--- config.mk ---
export PLATFORM = sky130hd
export DESIGN_NAME = mbus_wire_ctrl_mc
export DESIGN_NICKNAME = d
export VERILOG_FILES = /design/src/rtl/mbus_wire_ctrl_mc.sv
export SDC_FILE = /design/constraint.sdc
export NUM_CORES = 1
export LEC_CHECK = 0
export BUFFER_PORTS_ARGS = -buffer_cell sky130_fd_sc_hd__buf_2
export CORE_UTILIZATION = 52
export DETAILED_ROUTE_END_ITERATION = 16
export PLACE_DENSITY = 0.84
export SLEW_MARGIN = 25
export SYNTH_ARGS = -nofsm -noshare
export SYNTH_HDL_FRONTEND = slang
export SYNTH_SLANG_ARGS = --single-unit
--- constraint.sdc ---
create_clock -name CLK -period 1.9 [get_ports CLK]
set_input_delay 0.19 -clock CLK [delete_from_list [all_inputs] [get_ports CLK]]
set_output_delay 0.19 -clock CLK [all_outputs]
set_load 0.02 [all_outputs]
--- src/rtl/mbus_wire_ctrl_mc.sv ---
// mbus_wire_ctrl_mc: registered successor wire controller at the MBus DOUT/CLKOUT pins.
// Chooses between isolation pass-through (DIN/CLKIN) and bus-core drive, hands over
// to the bus core only after the ring has been idle for IDLE_CYC cycles, and services
// queued external interrupts by holding DOUT low for INT_HOLD_CYC cycles each.
// Optional build macro: MBUS_WIRE_INT_SYNC_EN puts a 2-flop synchronizer on EXT_INT.

`ifndef IO_HOLD
`define IO_HOLD 1'b1
`endif

module mbus_wire_ctrl_mc #(
  parameter int NUM_INT      = 4,
  parameter int INT_HOLD_CYC = 8,
  parameter int IDLE_CYC     = 4,
  localparam int IDW = (NUM_INT > 1) ? $clog2(NUM_INT) : 1
) (
  input  logic               CLK,
  input  logic               RESETn,
  input  logic               DOUT_FROM_BUS,
  input  logic               CLKOUT_FROM_BUS,
  input  logic               DIN,
  input  logic               CLKIN,
  input  logic               RELEASE_ISO_FROM_SLEEP_CTRL,
  input  logic [NUM_INT-1:0] EXT_INT,
  output logic               DOUT,
  output logic               CLKOUT,
  output logic [NUM_INT-1:0] INT_PENDING,
  output logic               INT_ACK,
  output logic [IDW-1:0]     INT_ID,
  output logic               DRIVE_ACTIVE
);

  localparam int ICW = $clog2(IDLE_CYC + 1);
  localparam int HCW = $clog2(INT_HOLD_CYC + 1);
  localparam logic [ICW-1:0] IDLE_MAX  = ICW'(IDLE_CYC);
  localparam logic [HCW-1:0] HOLD_LAST = HCW'(INT_HOLD_CYC - 1);

  typedef enum logic [1:0] {ST_FWD, ST_WAIT_IDLE, ST_DRIVE, ST_INT} state_t;

  state_t             state;
  logic [ICW-1:0]     idle_cnt;
  logic [HCW-1:0]     hold_cnt;
  logic [NUM_INT-1:0] ext_hist;
  logic [NUM_INT-1:0] ext_int_s;

  logic               iso_hold;
  logic               any_pend;
  logic               hold_done;
  logic [NUM_INT-1:0] int_rise;
  logic [NUM_INT-1:0] int_clr;
  logic [NUM_INT-1:0] pending_nxt;
  logic [ICW-1:0]     idle_inc;
  logic [IDW-1:0]     lowest_id;

`ifdef MBUS_WIRE_INT_SYNC_EN
  logic [NUM_INT-1:0] sync_q1;
  logic [NUM_INT-1:0] sync_q2;

  // Two-stage synchronizer for asynchronous interrupt requests
  always_ff @(posedge CLK) begin
    if (!RESETn) begin
      sync_q1 <= EXT_INT;
      sync_q2 <= EXT_INT;
    end else begin
      sync_q1 <= EXT_INT;
      sync_q2 <= sync_q1;
    end
  end

  assign ext_int_s = sync_q2;
`else
  // Caller guarantees EXT_INT is already CLK-synchronous
  assign ext_int_s = EXT_INT;
`endif

  // Lowest-index pending request; lower index has higher priority
  function automatic logic [IDW-1:0] lowest_set(input logic [NUM_INT-1:0] pend);
    logic [IDW-1:0] r;
    r = '0;
    for (int i = NUM_INT - 1; i >= 0; i--) begin
      if (pend[i]) r = IDW'(i);
    end
    return r;
  endfunction

  // Pending-queue update, window completion and counter increments
  always_comb begin
    // NOTE: every always_comb output gets a default first so no path leaves it unassigned (no latch).
    int_clr   = '0;
    iso_hold  = (RELEASE_ISO_FROM_SLEEP_CTRL == `IO_HOLD);
    any_pend  = |INT_PENDING;
    hold_done = (state == ST_INT) && !iso_hold && (hold_cnt == HOLD_LAST);
    if (hold_done) int_clr[INT_ID] = 1'b1;
    int_rise    = ext_int_s & ~ext_hist;
    // A fresh edge on the bit being cleared keeps it pending
    pending_nxt = (INT_PENDING & ~int_clr) | int_rise;
    idle_inc    = (idle_cnt == IDLE_MAX) ? idle_cnt : idle_cnt + 1'b1;
    lowest_id   = lowest_set(INT_PENDING);
  end

  // Wire-control FSM with registered pin outputs
  always_ff @(posedge CLK) begin
    // NOTE: state and outputs use non-blocking assignments so every flop samples pre-edge values.
    if (!RESETn) begin
      state        <= ST_FWD;
      DOUT         <= 1'b1;
      CLKOUT       <= 1'b1;
      INT_PENDING  <= '0;
      INT_ACK      <= 1'b0;
      INT_ID       <= '0;
      DRIVE_ACTIVE <= 1'b0;
      idle_cnt     <= '0;
      hold_cnt     <= '0;
      // Seed history with the live input so a held-high request is not an edge on release
      ext_hist     <= EXT_INT;
    end else begin
      ext_hist    <= ext_int_s;
      INT_PENDING <= pending_nxt;
      INT_ACK     <= 1'b0;
      case (state)
        ST_FWD: begin
          DOUT   <= any_pend ? 1'b0 : DIN;
          CLKOUT <= CLKIN;
          if (!iso_hold) begin
            state    <= ST_WAIT_IDLE;
            idle_cnt <= '0;
          end
        end
        ST_WAIT_IDLE: begin
          DOUT   <= any_pend ? 1'b0 : DIN;
          CLKOUT <= CLKIN;
          if (iso_hold) begin
            state <= ST_FWD;
          end else if (DIN && CLKIN) begin
            idle_cnt <= idle_inc;
            if (idle_inc == IDLE_MAX) begin
              state        <= ST_DRIVE;
              DRIVE_ACTIVE <= 1'b1;
            end
          end else begin
            idle_cnt <= '0;
          end
        end
        ST_DRIVE: begin
          DOUT   <= DOUT_FROM_BUS;
          CLKOUT <= CLKOUT_FROM_BUS;
          if (iso_hold) begin
            state        <= ST_FWD;
            DRIVE_ACTIVE <= 1'b0;
          end else if (any_pend && DOUT_FROM_BUS && CLKOUT_FROM_BUS) begin
            state    <= ST_INT;
            INT_ID   <= lowest_id;
            hold_cnt <= '0;
          end
        end
        ST_INT: begin
          DOUT   <= 1'b0;
          CLKOUT <= CLKOUT_FROM_BUS;
          if (iso_hold) begin
            // Abandoned window: request stays queued and restarts from zero later
            state        <= ST_FWD;
            DRIVE_ACTIVE <= 1'b0;
            hold_cnt     <= '0;
          end else if (hold_done) begin
            state   <= ST_DRIVE;
            INT_ACK <= 1'b1;
          end else if (hold_cnt != HOLD_LAST) begin
            hold_cnt <= hold_cnt + 1'b1;
          end
        end
        default: begin
          state        <= ST_FWD;
          DRIVE_ACTIVE <= 1'b0;
        end
      endcase
    end
  end

endmodule

* Word-level counts from Yosys, hierarchy flattened
Index checks and enable logic that the tools add are counted.
** Word-level totals
- RAM bits :: 0
- Bits in latches :: 0
- ROM bits :: 0
- Memories :: 0
- Word-level logic and storage cells :: 98
- Output and inout bits :: 10
- Register bits after elaboration :: 23
** Cells by class
- Reduce and logical (&&, ||, !) cells :: 20
- Shifts and indexed selects :: 0
- Equality and inequality tests :: 20
- Divide/modulo/power cells :: 0
- Multiplexer cells :: 36
- Add/sub/neg operators :: 2
- Bitwise gates (word level) :: 8
- $mul :: 0
- $lt $le $gt $ge :: 2
** Operators by type and width (number)
- $mux W2 :: 12
- $mux W4 :: 6
- $ne A3 B3 Y1 const B :: 5
- $reduce_and A5 Y1 :: 3
- $mux W3 :: 4
- $ne A2 B2 Y1 const B :: 6
- $and A4 B4 Y4 :: 2
- $not A4 Y4 :: 2
- $pmux W2 S4 :: 1
- $pmux W4 S2 :: 1
- $mux W1 :: 7
- $eq A3 B3 Y1 const B :: 2
- $logic_and A1 B1 Y1 :: 6
- $pmux W3 S2 :: 1
- $reduce_and A3 Y1 :: 2
- $reduce_bool A2 Y1 :: 3
- $add A4 B1 Y4 const B :: 1
- $eq A2 B2 Y1 const B :: 2
- $eq A4 B3 Y1 const B :: 1
- $ne A4 B3 Y1 const B :: 1
- $or A4 B4 Y4 :: 1
- $pmux W1 S2 :: 2
- $reduce_or A2 Y1 :: 2
- $reduce_or A4 Y1 :: 1
- other kinds (12) :: 14

* Longest topological paths before layout
- Word-level depth :: 8
- Gate-level depth with buffers :: 6

* Least setup slack after synthesis
No wires, ideal clock.
- Path kind :: reg-to-reg
- Start :: reg idle_cnt[0]
- End :: reg state[0]
- Data arrival time :: 1.385 ns
- Slack :: 0.370 ns
- Period minus slack after synthesis :: 1.530 ns
- Data required time :: 1.755 ns
- Cell stages (with the launch flop) :: 7
- Path through :: dfxtp_1 inv_1 ha_1 nor3b_1 o21ai_0 a2111oi_0 a2111oi_0
** On the way
- Longest elaborated chain between the ends :: 5
** Ends and longest elaborated chain
- start: declaration :: RTL line 41 : logic [ICW-1:0] idle_cnt;
- start signal: assignment :: RTL line 135 : idle_cnt <= idle_inc;
- $add A3 B1 Y3 / $eq A3 B3 Y1 (equally long branches) :: RTL line 97 : idle_inc = (idle_cnt == IDLE_MAX) ? idle_cnt : idle_cnt + 1'b1;
- $mux W3 (*) :: RTL line 97
- $eq A3 B3 Y1 (*) :: RTL line 136 : if (idle_inc == IDLE_MAX) begin
- $ne A3 B3 Y1 (no source line) (*)
- $reduce_and A5 Y1 (no source line) (*)
- end signal: assignment :: RTL line 105 : state <= ST_FWD;
- end signal: assignment :: RTL line 133 : state <= ST_FWD;
- end signal: assignment :: RTL line 137 : state <= ST_DRIVE;
- end: declaration :: RTL line 40 : state_t state;
Mark *: on every way between the ends. The rest lies on a longest branch, timed or not.
A chain may end at the register's enable or synchronous reset.

* Worst setup path in the final report
Same ends and word-level chain as after synthesis.

==> summary.md <==
| Metric | Value |
|---|---|
| Final slew viol count | `0` |
| CTS resizes | `0` |
| Post-layout minimum cycle time | `1.77 ns` |
| CP dominant cell by count | `a2111oi_0` |
| Post-Syn Area per Cell | `8.72 um2` |
| First-pass DRT Iterations | `5` |
| Dpl hpwl | `1.50 mm` |
| CTS root buf | `clkbuf_4` |
| Antenna Nets Post-Route | `0` |
| Share of post-route cells with drive strength above 1 | `21.5%` |
| Tot GR Track Use | `21.0%` |
| Top delay family on crit path | `compound AO/OA/AOI/OAI gates` |
| Worst setup path category | `reg -> reg` |
| Fmax | `566 MHz` |
| Pwr per Cell Area | `659 nW/um2` |
| CTS max path bufs | `2` |
| Startpoint types | `flip-flop` |
| R2R depth | `6` |
| Reg2reg start | `idle_cnt[0]` |
| Maximum VDD drop | `0.477 mV` |
| Mapped Cells | `120` |
| DRT iter0 DRCs | `16` |
| Core area | `1800 um2` |
| FFs w/ async S/R, synth | `0%` |
| CP bufs+invs | `1` |
| Final period utilization | `92.9%` |
| Via count | `940` |
| # nets final | `159` |
| Sequential area share after synthesis | `44.0%` |
| Initial Utilization | `58.1%` |
| Rel. slew slack | `67.4%` |
| Most frequent cells after synthesis | `23 x dfxtp_1, 11 x nand2_1, 10 x a21oi_1` |
| Maxcap violations | `0` |
| I/O Buffers | `20` |
| Clock Pin Slew Worst Setup and Hold Paths | `0.12 ns` |
| Clock Skew | `0.00339 ns` |
| Slowest CP cell | `dfxtp_1` |
| Critical path, cell by cell | `inv_1 -> ha_1 -> nor3b_1 -> o21ai_0 -> a2111oi_0 -> a2111oi_0` |
| CTS buffer count | `3` |
| Critical path origin | `idle_cnt[0]` |
| Routability Congestion | `0.754` |
| Vias in the first global route | `808` |
| Largest fanout on the critical path | `5` |
| Die ar. | `2190 um2` |
| DRC violations left | `0` |
| N_diodes | `0` |
| TritonCTS clock tree | `built` |
| Yosys reg bits | `23` |
| Outcome | `complete, no violations` |
| First-pass GRT wire length | `3.32 mm` |
| Hold Crit Class | `in -> reg` |
| Critical path's largest stage delay | `0.43 ns` |
| Area share of the largest cell type after synthesis | `44.0%` |
| Area Growth Syn to Fin | `17.1%` |
| GR Overflow Total | `0` |
| Synth top area cells | `dfxtp_1 44%, a21oi_1 4.8%, nand2_1 3.9%` |
| Clock latency on the worst-skew pair | `0.30 ns` |
| Fin Setup TNS | `0 ns` |
| Final hold viol count | `0` |
| Synth area leader | `dfxtp_1` |
| Die width | `46.9 um` |
| Synth Cell Area | `1050 um2` |
| Most numerous cell in the Yosys netlist | `dfxtp_1` |
| Initial antenna violation count | `0` |
| Die H | `46.9 um` |
| Slew @ Worst Pin | `0.477 ns` |
| Worst endpoint required time | `2.07 ns` |
| Non-filler instance count after layout | `169` |
| Routed wire length | `2.02 mm` |
| WL per Instance | `11.9 um` |
| Top FF cell, synth | `dfxtp_1` |
| P_leak | `0.500 nW` |
| Largest net degree at the start of global routing | `15` |
| CTS H-tree lvls | `1` |
| Placed cells | `161` |
| WP depth | `6` |
| Reg2Reg Setup Slack | `0.13 ns` |
| Crit path DAT | `1.94 ns` |
| Number of core rows | `15` |
| Sink Count | `23` |
| Num ports | `21` |
| Via-per-instance ratio | `5.56` |
| Net Count, Synth | `134` |
| Setup Viol. Count Final | `0` |
| Distinct cells, synth | `35` |
| RSZ-0062 raised after global routing | `false` |
| Critical path endpoint category | `flip-flop` |
| Synthesis Warnings | `0` |
| EDFF count, synth | `0` |
| FF-to-FF End | `state[0]` |
| End of the critical path | `state[0]` |
report_power, final:
| part | internal (mW) | switching (mW) | leakage, nW | total (mW) |
|---|---|---|---|---|
| sequential | 0.497 | 0.00896 | 0.189 | 0.506 |
| clock | 0.0785 | 0.143 | 0.0177 | 0.221 |
| combinational | 0.0345 | 0.0457 | 0.294 | 0.0802 |
worst min-delay path, stage by stage:
cell,delay [ns]
buf_2,0.10
mux2i_1,0.06
nand2_1,0.06
cell families after synthesis:
group,Yosys count,share of synthesized area [%]
AOI/OAI and AO/OA,33,20.7
adders and majority gates,3,3.59
buffers and inverters,14,5.86
DFF,23,44.0
muxes,2,1.91
and+or+nand+nor,45,23.9
how the worst min path moves through the flow:
stage	from	to	cells after the start
after global routing	CLKIN	CLKOUT	3
after CTS	CLKIN	CLKOUT	3
after floorplan	EXT_INT[0]	ext_hist[0]	0
after detailed placement	EXT_INT[3]	ext_hist[3]	1
after global placement	EXT_INT[0]	ext_hist[0]	1
final	CLKIN	CLKOUT	3
layout make-up:
cell class              instances  area (um2)
clock buffers                   3        22.5
clock inverters                 1        5.00
fillers                       154         577
inverters                       9        33.8
multi-input cells              83         524
flip-flops and latches         23         460
well taps                      25        31.3
repair buffers                 25         148
per-layer routing:
layer / GRT usage, % / wire [um] / share of wire, %
met4: 6.86 / 23 / 1.1
met1: 25.7 / 939 / 47
met5: 0 / 0 / 0
met3: 2.31 / 32 / 1.6
met2: 38.1 / 1020 / 51
per-stage QoR:
step                instance area (um2)  hold WS [ns]  setup slack, ns  util [%]  total power, mW
floorplan                          1050         0.218            0.370         -            0.564
global placement                   1160         0.308            0.295      64.2            0.588
detailed placement                 1160         0.310            0.155      64.2            0.590
CTS                                1220         0.118            0.131      68.0            0.818
global route                       1220         0.131          0.00132      68.0            0.843
finish                             1220         0.131            0.135      68.0            0.807
registers in the layout, summed over array words and instances, names as in the netlist:
signal / count
ext_hist: 4
idle_cnt: 3
DRIVE_ACTIVE: 1
state: 2
INT_ID: 2
DOUT: 1
CLKOUT: 1
INT_ACK: 1
INT_PENDING: 4
hold_cnt: 4
placed cells by master, fill, tap and decap left out:
master,instances
nor3_1,3
nor2b_1,2
clkbuf_4,3
buf_2,20
nor3b_1,2
o22ai_1,1
dlygate4sd3_1,4
nand2_1,11
or2_2,1
mux2i_1,2
buf_4,1
or3_1,1
o221a_2,1
nor2_1,7
a31o_2,2
ha_1,3
inv_1,9
nand3b_1,1
nand2b_1,4
clkinv_2,1
a2111oi_0,2
o31ai_1,3
and3b_1,2
o21a_1,2
a211oi_1,2
or4_1,2
nor4b_1,1
and4bb_1,1
o21ai_0,6
nand3_1,5
o311ai_0,1
and2_1,1
a21bo_2,1
a31oi_1,2
dfxtp_1,23
nand3_2,1
a21oi_1,10
repair_timing:
item,CTS,global route
hold buffers,4,0
hold endpoints to repair,4,0
setup buffers,0,0
No activity file was read; power rests on OpenSTA's default activity.
